==> src/rtl/glitcbus_pkg.sv <==
// Shared types and helpers for the GLITC bus clock generator.
package glitcbus_pkg;

    typedef enum logic [1:0] {
        SEQ_RST    = 2'd0,
        SEQ_WAIT   = 2'd1,
        SEQ_LOCKED = 2'd2
    } seq_state_e;

    localparam int unsigned MIN_DIV = 2;

    // Periods below MIN_DIV cannot form a high and a low phase.
    function automatic int unsigned clamp_div(input int unsigned p);
        return (p < MIN_DIV) ? MIN_DIV : p;
    endfunction

endpackage

==> src/rtl/glitcbus_dcm_reset_seq.sv <==
// DCM/PLL reset sequencer: lock synchroniser, reset/wait/locked FSM, saturating retry count.
module glitcbus_dcm_reset_seq
    import glitcbus_pkg::*;
#(
    parameter int unsigned RESET_CYCLES = 16,
    parameter int unsigned LOCK_TIMEOUT = 1024
) (
    input  logic       clk_i,
    input  logic       rst_i,
    input  logic       dcm_locked_i,
    output logic       dcm_rst_o,
    output logic       locked_o,
    output logic [7:0] retries_o
);

    localparam int unsigned CNT_MAX = (LOCK_TIMEOUT > RESET_CYCLES) ? LOCK_TIMEOUT : RESET_CYCLES;
    localparam int unsigned CNT_W   = $clog2(CNT_MAX + 1);
    localparam logic [CNT_W-1:0] RST_LAST  = CNT_W'(RESET_CYCLES - 1);
    localparam logic [CNT_W-1:0] WAIT_LAST = CNT_W'(LOCK_TIMEOUT - 1);

    logic             sync1_q, sync2_q;
    seq_state_e       state_q;
    logic [CNT_W-1:0] cnt_q;
    logic             dcm_rst_q, locked_q;
    logic [7:0]       retries_q, retries_inc_c;

    assign retries_inc_c = (retries_q == 8'hFF) ? retries_q : retries_q + 8'd1;

    always_ff @(posedge clk_i or posedge rst_i) begin
        if (rst_i) begin
            sync1_q   <= 1'b0;
            sync2_q   <= 1'b0;
            state_q   <= SEQ_RST;
            cnt_q     <= '0;
            dcm_rst_q <= 1'b1;
            locked_q  <= 1'b0;
            retries_q <= '0;
        end else begin
            sync1_q <= dcm_locked_i;
            sync2_q <= sync1_q;
            case (state_q)
                SEQ_RST: begin
                    if (cnt_q == RST_LAST) begin
                        state_q   <= SEQ_WAIT;
                        cnt_q     <= '0;
                        dcm_rst_q <= 1'b0;
                    end else begin
                        cnt_q <= cnt_q + CNT_W'(1);
                    end
                end
                SEQ_WAIT: begin
                    if (sync2_q) begin
                        state_q  <= SEQ_LOCKED;
                        locked_q <= 1'b1;
                    end else if (cnt_q == WAIT_LAST) begin
                        state_q   <= SEQ_RST;
                        cnt_q     <= '0;
                        dcm_rst_q <= 1'b1;
                        retries_q <= retries_inc_c;
                    end else begin
                        cnt_q <= cnt_q + CNT_W'(1);
                    end
                end
                SEQ_LOCKED: begin
                    if (!sync2_q) begin
                        state_q   <= SEQ_RST;
                        cnt_q     <= '0;
                        dcm_rst_q <= 1'b1;
                        locked_q  <= 1'b0;
                        retries_q <= retries_inc_c;
                    end
                end
                default: begin
                    state_q   <= SEQ_RST;
                    cnt_q     <= '0;
                    dcm_rst_q <= 1'b1;
                    locked_q  <= 1'b0;
                end
            endcase
        end
    end

    assign dcm_rst_o = dcm_rst_q;
    assign locked_o  = locked_q;
    assign retries_o = retries_q;

endmodule

==> src/rtl/glitcbus_clkgen_multi.sv <==
// GLITC bus clock generator: programmable period divider, per-channel phase and
// glitch-free enable, shadowed reconfiguration, and the DCM reset sequencer.
module glitcbus_clkgen_multi
    import glitcbus_pkg::*;
#(
    parameter int unsigned NUM_OUT      = 4,
    parameter int unsigned DIV_WIDTH    = 4,
    parameter int unsigned DEFAULT_DIV  = 2,
    parameter int unsigned RESET_CYCLES = 16,
    parameter int unsigned LOCK_TIMEOUT = 1024
) (
    input  logic                           clk_i,
    input  logic                           rst_i,
    input  logic [DIV_WIDTH-1:0]           div_i,
    input  logic [NUM_OUT*DIV_WIDTH-1:0]   phase_i,
    input  logic                           load_i,
    input  logic [NUM_OUT-1:0]             en_i,
    input  logic                           dcm_locked_i,
    output logic                           ce_o,
    output logic [NUM_OUT-1:0]             GCLK,
    output logic                           cfg_pending_o,
    output logic                           dcm_rst_o,
    output logic                           locked_o,
    output logic [7:0]                     retries_o
);

    localparam logic [DIV_WIDTH-1:0] RST_DIV = DIV_WIDTH'(clamp_div(DEFAULT_DIV));

    logic [DIV_WIDTH-1:0]                cnt_q, cnt_d;
    logic [DIV_WIDTH-1:0]                p_act_q, p_act_d, div_sh_q, p_new_c, half_c;
    logic [NUM_OUT-1:0][DIV_WIDTH-1:0]   ph_act_q, ph_act_d, ph_sh_q, ph_apply_c;
    logic                                pending_q, pending_d;
    logic                                ce_q;
    logic [NUM_OUT-1:0]                  gclk_q, gclk_d, en_act_q, en_d;
    logic                                boundary_c, apply_c;

    assign p_new_c    = DIV_WIDTH'(clamp_div(32'(div_sh_q)));
    assign half_c     = p_act_q >> 1;
    assign boundary_c = (cnt_q == p_act_q - DIV_WIDTH'(1));
    assign apply_c    = pending_q && boundary_c;

    // Per-channel phase-relative count, enable sampling and output decision.
    for (genvar i = 0; i < NUM_OUT; i++) begin : g_chan
        logic [DIV_WIDTH-1:0] ph_sh_c, rel_c;
        assign ph_sh_c       = ph_sh_q[i];
        assign ph_apply_c[i] = (ph_sh_c > p_new_c - DIV_WIDTH'(1)) ? p_new_c - DIV_WIDTH'(1) : ph_sh_c;
        assign rel_c         = (cnt_q >= ph_act_q[i]) ? cnt_q - ph_act_q[i]
                                                      : cnt_q + p_act_q - ph_act_q[i];
        assign en_d[i]       = (rel_c == '0) ? en_i[i] : en_act_q[i];
        assign gclk_d[i]     = en_d[i] && (rel_c < half_c);
    end

    always_comb begin
        cnt_d     = boundary_c ? '0 : cnt_q + DIV_WIDTH'(1);
        p_act_d   = apply_c ? p_new_c : p_act_q;
        ph_act_d  = apply_c ? ph_apply_c : ph_act_q;
        // A load in the apply cycle wins over the clear and waits for the next boundary.
        pending_d = load_i | (pending_q & ~apply_c);
    end

    always_ff @(posedge clk_i or posedge rst_i) begin
        if (rst_i) begin
            cnt_q     <= '0;
            ce_q      <= 1'b0;
            gclk_q    <= '0;
            en_act_q  <= '0;
            p_act_q   <= RST_DIV;
            ph_act_q  <= '0;
            div_sh_q  <= DIV_WIDTH'(DEFAULT_DIV);
            ph_sh_q   <= '0;
            pending_q <= 1'b0;
        end else begin
            cnt_q     <= cnt_d;
            ce_q      <= (cnt_q == '0);
            gclk_q    <= gclk_d;
            en_act_q  <= en_d;
            p_act_q   <= p_act_d;
            ph_act_q  <= ph_act_d;
            pending_q <= pending_d;
            if (load_i) begin
                div_sh_q <= div_i;
                ph_sh_q  <= phase_i;
            end
        end
    end

    assign ce_o          = ce_q;
    assign GCLK          = gclk_q;
    assign cfg_pending_o = pending_q;

    glitcbus_dcm_reset_seq #(
        .RESET_CYCLES (RESET_CYCLES),
        .LOCK_TIMEOUT (LOCK_TIMEOUT)
    ) u_seq (
        .clk_i        (clk_i),
        .rst_i        (rst_i),
        .dcm_locked_i (dcm_locked_i),
        .dcm_rst_o    (dcm_rst_o),
        .locked_o     (locked_o),
        .retries_o    (retries_o)
    );

endmodule
==> config.mk <==
export PLATFORM = sky130hd
export DESIGN_NAME = glitcbus_clkgen_multi
export DESIGN_NICKNAME = d
export VERILOG_FILES = /design/src/rtl/glitcbus_pkg.sv /design/src/rtl/glitcbus_dcm_reset_seq.sv /design/src/rtl/glitcbus_clkgen_multi.sv
export SDC_FILE = /design/constraint.sdc
export NUM_CORES = 1
export LEC_CHECK = 0
export ABC_AREA = 0
export BUFFER_PORTS_ARGS = -buffer_cell sky130_fd_sc_hd__buf_2
export CAP_MARGIN = 20
export CORE_MARGIN = 5
export CORE_UTILIZATION = 55
export DETAILED_ROUTE_END_ITERATION = 8
export GPL_TIMING_DRIVEN = 0
export PLACE_DENSITY = 0.74
export SYNTH_ARGS = -nofsm -noshare
export SYNTH_HDL_FRONTEND = slang
export SYNTH_SLANG_ARGS = --single-unit
==> constraint.sdc <==
create_clock -name clk_i -period 6.5 [get_ports clk_i]
set_input_delay 0.325 -clock clk_i [delete_from_list [all_inputs] [get_ports clk_i]]
set_output_delay 0.325 -clock clk_i [all_outputs]
set_load 0.1 [all_outputs]
==> Implementation_results.wiki, run 1 <==
{| class="wikitable"
! Metric !! Value
|-
| Share of the yosys chip area belonging to registers || 34.4%
|-
| DRC violations left || 0
|-
| Outcome || complete, no violations
|-
| CP cell instances || fa_1, xor2_1, ha_1, and3b_1, or3_1, a211o_1, and3_1, or3_1
|-
| Compound-cell area share of the yosys netlist || 12.7%
|-
| Type of the worst setup path || flop to flop
|-
| Worst reg2reg path depth || 8
|-
| Inserted Clock Buffers || 9
|-
| Num ports || 44
|-
| Highest Clock Rate || 281 MHz
|-
| Number of antenna violations at the first check in global routing || 0
|-
| Pin count of the biggest net entering global routing || 73
|-
| Xor/xnor cell area share of the yosys netlist || 4.71%
|-
| Path category of the worst min-delay check || input port to flop
|-
| Number of distinct standard cells referenced by the synthesized netlist || 57
|-
| Required time at the worst-slack endpoint || 6.74 ns
|-
| Number of sinks driven by the clock tree || 79
|-
| Violation count after the first detailed-route iteration || 216
|-
| Total vias in the final route || 4442
|-
| Asr flop ratio synth || 100%
|-
| Worst-path maximum fanout || 14
|-
| Post-layout instance count excluding filler cells || 774
|-
| Number of levels in the clock H-tree || 3
|-
| DP Area || 6180 µm²
|-
| Clock network latency to the later pin of the worst-skew pair || 0.35 ns
|-
| Die outline height || 112 µm
|-
| Syn nets || 675
|-
| Worst-Margin Slew || 0.820 ns
|-
| Reg-to-Reg End || en_act_q[0]
|-
| DIE WIDTH || 112 µm
|-
| Per-cell routed wire length || 15.9 µm
|-
| Final min period || 3.56 ns
|-
| Average size of a mapped cell || 9.99 µm²
|-
| Fin Setup TNS || 0 ns
|-
| Total Nets Final || 731
|-
| Primary flip-flop cell chosen by synthesis mapping || dfrtp_1
|-
| Number of synthesized register bits || 79
|-
| Simple-gate share of the synthesized area || 14.5%
|-
| Die area || 12600 µm²
|-
| Number of buffers on the longest clock path || 2
|-
| Drt via density || 5.74
|-
| Input/output buffers || 42
|-
| Clock tree from TritonCTS || done
|-
| Estimated wirelength of the detail-placed design || 9330 µm
|-
| Cells on Worst Hold Path || 1
|-
| Relative slew slack || 45.3%
|-
| Area of the multi-input gates || 3510 µm²
|-
| Aggregate global-route resource usage || 20.6%
|-
| Clock transition at path regs || 0.09 ns
|-
| Post-route cell area || 6390 µm²
|-
| Antenna fix cells || 0
|-
| Post-synthesis share of cell area spent on full adders, half adders and majority gates || 16.4%
|-
| Maximum single-stage delay on the critical path || 0.68 ns
|-
| Worst Clk Skew || 0.0116 ns
|-
| Growth of design area from synthesis to finish || 11.0%
|-
| Worst Setup Start Kind || flop
|-
| Startpoint of the lowest-slack hold path || dcm_locked_i
|-
| Post-Synthesis Cells || 577
|-
| Launch instance of the worst register-to-register path || cnt_q[1]
|-
| Number of failing setup endpoints in the final timing report || 0
|-
| Floorplan row count || 37
|-
| Global placement routability congestion || 0.844
|-
| Register area || 1980 µm²
|-
| Endpoints failing hold || 0
|-
| Number of enable flip-flop cells after synthesis || 0
|-
| Number of gates given a new drive strength after cts || 0
|-
| Total congestion overflow after global routing || 0
|-
| Setup repair after global routing missed its margin || false
|-
| Worst hold slack || 0.0779 ns
|-
| Post-synthesis instance area || 5760 µm²
|-
| CP endpoint kind || flop
|-
| Layout fillers || 869
|-
| Data arrival time of the worst path || 3.79 ns
|-
| Remaining antenna violation count || 0
|-
| Starting density of the core || 56.1%
|-
| Count of synthesis-stage warnings from yosys || 0
|-
| Area of the core || 10300 µm²
|-
| Register-to-register setup slack || 2.94 ns
|-
| First-pass detailed-route iteration total || 4
|-
| CP max stage cell || dfrtp_1
|-
| Hold endpoint || u_seq.sync1_q
|-
| Largest family of logic cells by synthesized area || adder cells
|-
| Number of pins with negative max-slew slack in the final report || 0
|-
| Library cell appearing most often on the critical path || or3_1
|-
| Clock tree root driver cell || clkbuf_8
|-
| Wire length of the first global-routing pass || 21500 µm
|-
| Via count of the first global-routing pass || 4539
|-
| Post-synthesis mux area share || 12.7%
|-
| Post-detailed-routing wire length || 12300 µm
|-
| Share of the clock period used by the worst path || 54.7%
|-
| Number of placed cells counting well taps || 757
|-
| Reported max-cap violation count || 0
|-
| Fraction of final layout cells sized beyond drive strength 1 || 17.7%
|}
[worst max-delay path by stage]
| stage | start | to |
|---|---|---|
| after floorplan | div_sh_q[3] | ph_act_q[0] |
| after global placement | div_sh_q[3] | ph_act_q[0] |
| after detailed placement | cnt_q[1] | en_act_q[0] |
| after CTS | cnt_q[1] | en_act_q[0] |
| after global routing | div_sh_q[3] | ph_act_q[0] |
| final | cnt_q[1] | en_act_q[0] |
[routing by layer]
metal / up-vias / wire, µm / track usage (%)
li1: 2192 / - / -
met1: 2150 / 5940 / 28.5
met2: 81 / 5680 / 32.9
met3: 19 / 461 / 3.45
met4: 0 / 238 / 6.89
met5: - / 0 / 0
[cells in the mapped netlist, types with 3 or more instances]
cell / instances / area share, %
or2_2: 5 / 0.54
inv_1: 55 / 3.6
and3b_1: 12 / 1.8
xnor2_1: 17 / 2.6
or3_1: 8 / 0.87
nor2_1: 32 / 2.1
nand2_1: 31 / 2.0
nand4_1: 6 / 0.65
o221ai_1: 4 / 0.61
o22ai_1: 3 / 0.33
and3_1: 7 / 0.76
o211ai_1: 4 / 0.52
nor2b_1: 6 / 0.65
ha_1: 61 / 13
o21ai_0: 34 / 3.0
a31oi_1: 5 / 0.54
mux2_2: 20 / 3.9
a21oi_1: 22 / 1.9
a2111oi_0: 4 / 0.61
o2111ai_1: 4 / 0.61
dfstp_2: 3 / 1.4
a21o_1: 9 / 1.2
dfrtp_1: 76 / 33
fa_1: 9 / 3.1
a211o_1: 4 / 0.61
nand3b_1: 4 / 0.52
clkbuf_1: 6 / 0.39
xor2_1: 14 / 2.1
mux2i_1: 34 / 5.9
nor3_1: 11 / 0.96
nand3_1: 16 / 1.4
a211oi_1: 4 / 0.52
mux2_4: 11 / 2.9
o21a_1: 4 / 0.52
[per-stage QoR]
stage / util, % / setup WS (ns)
floorplan: - / 3.21
CTS: 62.2 / 2.96
global route: 62.2 / 2.80
finish: 62.2 / 2.94
detailed placement: 60.1 / 2.97
global placement: 59.8 / 2.48
[registers in the layout, indices dropped and copies added, names as in the netlist]
register / flops
u_seq.cnt_q: 11
u_seq.locked_o: 1
u_seq.state_q: 2
p_act_q: 4
u_seq.sync2_q: 1
u_seq.retries_o: 8
cnt_q: 4
u_seq.sync1_q: 1
ce_o: 1
u_seq.dcm_rst_o: 1
en_act_q: 4
g_chan.ph_sh_c: 16
div_sh_q: 4
cfg_pending_o: 1
ph_act_q: 16
GCLK: 4
[what timing repair did]
item	4_1_cts	5_1_grt
buffers inserted	0	0
hold buffers	1	0
endpoints found under the hold margin	7	0
[critical path, delay by kind of cell, from the launching register on]
| kind | cells | cell delay [ns] |
|---|---|---|
| AND/OR/NAND/NOR | 4 | 1.11 |
| flip-flops | 1 | 0.68 |
| XOR/XNOR | 1 | 0.40 |
| AO/OA/AOI/OAI | 1 | 0.34 |
| adder cells (fa/ha/maj) | 2 | 0.92 |
[logic make-up (layout without fill, tap and decap cells)]
logic type / after synthesis / in the layout
adders and majority gates: 70 / 70
and+or+nand+nor: 153 / 153
AOI/OAI and AO/OA: 113 / 113
muxes: 65 / 65
xor gates and xnor gates: 31 / 31
buffers and inverters: 66 / 127
DFF: 79 / 79
[layout make-up]
class	count	share of cell area (%)
timing repair buffer	45	3.95
sequential	79	31.0
clock buffer	11	2.37
tap	136	2.66
multi-input combinational	432	54.9
clock inverter	5	0.880
buffer	11	0.978
inverter	55	3.27
[cells in the final DEF (no fill, tap or decap), types with 7 or more instances in the layout]
cell      instances
dfrtp_1          76
a21oi_1          22
xnor2_1          17
xor2_1           14
nor3_1           11
or3_1             8
mux2i_1          34
and3_1            7
nand2_1          31
ha_1             61
nand3_1          16
o21ai_0          34
mux2_2           20
clkbuf_8         11
buf_2            45
and3b_1          12
fa_1              9
inv_1            54
a21o_1            9
mux2_4           11
nor2_1           32
Power of run 1 is not shown: default switching activity piles up to over one toggle a cycle in this logic, so the estimate is an artifact.
==> run 2: changes to the inputs <==
--- a/config.mk
+++ b/config.mk
@@ -12,7 +12,7 @@
 export CORE_UTILIZATION = 55
 export DETAILED_ROUTE_END_ITERATION = 8
 export GPL_TIMING_DRIVEN = 0
-export PLACE_DENSITY = 0.74
+export PLACE_DENSITY = 0.77
 export SYNTH_ARGS = -nofsm -noshare
 export SYNTH_HDL_FRONTEND = slang
 export SYNTH_SLANG_ARGS = --single-unit
==> constraint.sdc (replaced) <==
create_clock -name clk_i -period 3.2 [get_ports clk_i]
set_input_delay 0.16 -clock clk_i [delete_from_list [all_inputs] [get_ports clk_i]]
set_output_delay 0.16 -clock clk_i [all_outputs]
set_load 0.1 [all_outputs]
==> run 2 against run 1 <==
  * Final cell count up 1.4%
  * Maximum frequency up 12%
  * Clock skew about the same
  * Global-route usage up 0.60 points
  * Non-clock buffer count up 11
  * First-iteration DRC count up 29%
  * Via count up 3.4%
  * Critical path depth up 2
  * Highest routed layer unchanged
==> Implementation_results.wiki, run 2 (same netlist as run 1, synthesis figures left out) <==
{| class="wikitable"
! Metric !! Value
|-
| Outcome || complete, no violations (unchanged)
|-
| Data arrival time of the worst path || 3.42 ns (was 3.79 ns)
|-
| Total congestion overflow after global routing || 0 (unchanged)
|-
| Final min period || 3.18 ns (was 3.56 ns)
|-
| Layout fillers || 812 (was 869)
|-
| Pin count of the biggest net entering global routing || 62 (was 73)
|-
| Inserted Clock Buffers || 9 (unchanged)
|-
| Growth of design area from synthesis to finish || 15.2% (was 11.0%)
|-
| Type of the worst setup path || flop to flop (unchanged)
|-
| Number of pins with negative max-slew slack in the final report || 0 (unchanged)
|-
| Fin Setup TNS || 0 ns (unchanged)
|-
| Number of failing setup endpoints in the final timing report || 0 (unchanged)
|-
| Number of sinks driven by the clock tree || 79 (unchanged)
|-
| Clock tree root driver cell || clkbuf_8 (unchanged)
|-
| Most frequent standard cell in the layout excluding fill and tap cells || dfrtp_1 (unchanged)
|-
| Post-detailed-routing wire length || 13400 µm (was 12300 µm)
|-
| CP cell instances || ha_4, fa_2, xor2_4, buf_4, ha_4, and3b_1, or3_1, a211o_1, and3_1, or3_1 (was fa_1, xor2_1, ha_1, and3b_1, or3_1, a211o_1, and3_1, or3_1)
|-
| CP endpoint kind || flop (unchanged)
|-
| DIE WIDTH || 112 µm (unchanged)
|-
| Highest-count cells in the layout ignoring fill and taps || dfrtp_1 (74), ha_1 (56), inv_1 (52) (was dfrtp_1 (76), ha_1 (61), inv_1 (54))
|-
| Highest Clock Rate || 315 MHz (was 281 MHz)
|-
| Fraction of final layout cells sized beyond drive strength 1 || 22.0% (was 17.7%)
|-
| Estimated wirelength of the detail-placed design || 9610 µm (was 9330 µm)
|-
| Num ports || 44 (unchanged)
|-
| Die outline height || 112 µm (unchanged)
|-
| Number of antenna violations at the first check in global routing || 0 (unchanged)
|-
| Worst-Margin Slew || 0.732 ns (was 0.820 ns)
|-
| Input/output buffers || 42 (unchanged)
|-
| Worst Setup Start Kind || flop (unchanged)
|-
| Reported max-cap violation count || 0 (unchanged)
|-
| First-pass detailed-route iteration total || 5 (was 4)
|-
| Required time at the worst-slack endpoint || 3.44 ns (was 6.74 ns)
|-
| Relative slew slack || 49.9% (was 45.3%)
|-
| Antenna fix cells || 0 (unchanged)
|-
| Post-route cell area || 6640 µm² (was 6390 µm²)
|-
| Global placement routability congestion || 0.859 (was 0.844)
|-
| Post-layout instance count excluding filler cells || 785 (was 774)
|-
| Via count of the first global-routing pass || 4697 (was 4539)
|-
| Total vias in the final route || 4594 (was 4442)
|-
| Remaining antenna violation count || 0 (unchanged)
|-
| Die area || 12600 µm² (unchanged)
|-
| Total Nets Final || 742 (was 731)
|-
| Number of levels in the clock H-tree || 3 (unchanged)
|-
| Per-cell routed wire length || 17.0 µm (was 15.9 µm)
|-
| Violation count after the first detailed-route iteration || 278 (was 216)
|-
| Wire length of the first global-routing pass || 22200 µm (was 21500 µm)
|-
| Clock tree from TritonCTS || done (unchanged)
|-
| Clock network latency to the later pin of the worst-skew pair || 0.36 ns (was 0.35 ns)
|-
| Worst-path maximum fanout || 5 (was 14)
|-
| Share of the clock period used by the worst path || 99.4% (was 54.7%)
|-
| Number of placed cells counting well taps || 756 (was 757)
|-
| Maximum single-stage delay on the critical path || 0.46 ns (was 0.68 ns)
|-
| DP Area || 6180 µm² (unchanged)
|-
| Number of buffers on the longest clock path || 2 (unchanged)
|-
| Worst Clk Skew || 0.0114 ns (was 0.0116 ns)
|-
| CP max stage cell || dfrtp_2 (was dfrtp_1)
|-
| Starting density of the core || 56.1% (unchanged)
|-
| Endpoints failing hold || 0 (unchanged)
|-
| Floorplan row count || 37 (unchanged)
|-
| Path category of the worst min-delay check || input port to flop (unchanged)
|-
| Area of the core || 10300 µm² (unchanged)
|-
| Aggregate global-route resource usage || 21.2% (was 20.6%)
|-
| DRC violations left || 0 (unchanged)
|-
| Clock transition at path regs || 0.09 ns (about the same)
|-
| Drt via density || 5.85 (was 5.74)
|}
-- run 2: changes by cell type in the layout (fill, tap and decap cells not counted), moves of 3 or more --
cell / change
buf_4: +5
a21oi_1: -4
xor2_2: +4
dlygate4sd3_1: +6
fa_1: -3
fa_2: +3
xor2_1: -5
ha_1: -5
ha_4: +4
a21oi_2: +4
clkinvlp_4: +4
-- run 2: final timing paths --
kind	cells after the start	endpoint	slack, ns	from
max in group asynchronous	4	p_act_q[1]	2.28	rst_i
worst min register to register	0	u_seq.sync2_q	0.36	u_seq.sync1_q
min in group asynchronous	3	ce_o	0.29	rst_i
worst max-delay path	10	en_act_q[0]	0.02	cnt_q[0]
worst min-delay path	3	g_chan[3].ph_sh_c[0]	0.01	phase_i[12]
worst max register to register	10	en_act_q[0]	0.02	cnt_q[0]
-- run 2: final cells by class --
type,instances,area [µm²],share of cell area (%)
Multi-Input combinational cell,432,3680,55.4
Sequential cell,79,1990,29.9
Tap cell,136,170,2.56
Timing Repair Buffer,56,365,5.50
Inverter,55,213,3.20
Clock buffer,11,131,1.98
Buffer,11,62.6,0.942
Clock inverter,5,35.0,0.528
-- run 2: timing repair --
action,CTS,global route
gates cloned,0,0
setup endpoints to repair,24,13
gates resized for setup,10,22
endpoints found under the hold margin,24,0
hold buffers,7,0
pin swaps,2,8
buffers inserted,2,4
-- run 2: critical path, delay by kind of cell, from the launching register on --
| family | cells | cell delay (ns) |
|---|---|---|
| DFF | 1 | 0.46 |
| and+or+nand+nor | 4 | 1.09 |
| xor gates and xnor gates | 1 | 0.22 |
| buffers and inverters | 1 | 0.16 |
| adders and majority gates | 3 | 0.81 |
| AOI/OAI and AO/OA | 1 | 0.31 |
-- run 2: per-stage QoR --
| stage | util (%) | hold slack (ns) | setup WS, ns |
|---|---|---|---|
| floorplan | - | 0.191 | 0.0882 |
| global placement | 59.8 | 0.269 | -0.399 |
| detailed placement | 60.1 | 0.132 | -0.464 |
| CTS | 63.2 | 0.000109 | -0.0243 |
| global route | 64.6 | 0.0107 | -0.0333 |
| finish | 64.6 | 0.0104 | 0.0207 |
-- run 2: per-layer routing --
| layer | routed length (µm) | global-route usage (%) | share of wire (%) |
|---|---|---|---|
| met1 | 5700 | 27.1 | 43 |
| met3 | 705 | 3.83 | 5.3 |
| met4 | 214 | 7.77 | 1.6 |
| met5 | 0 | 0 | 0 |
| met2 | 6730 | 35.8 | 50 |
Power of run 2 is left out for the same reason.
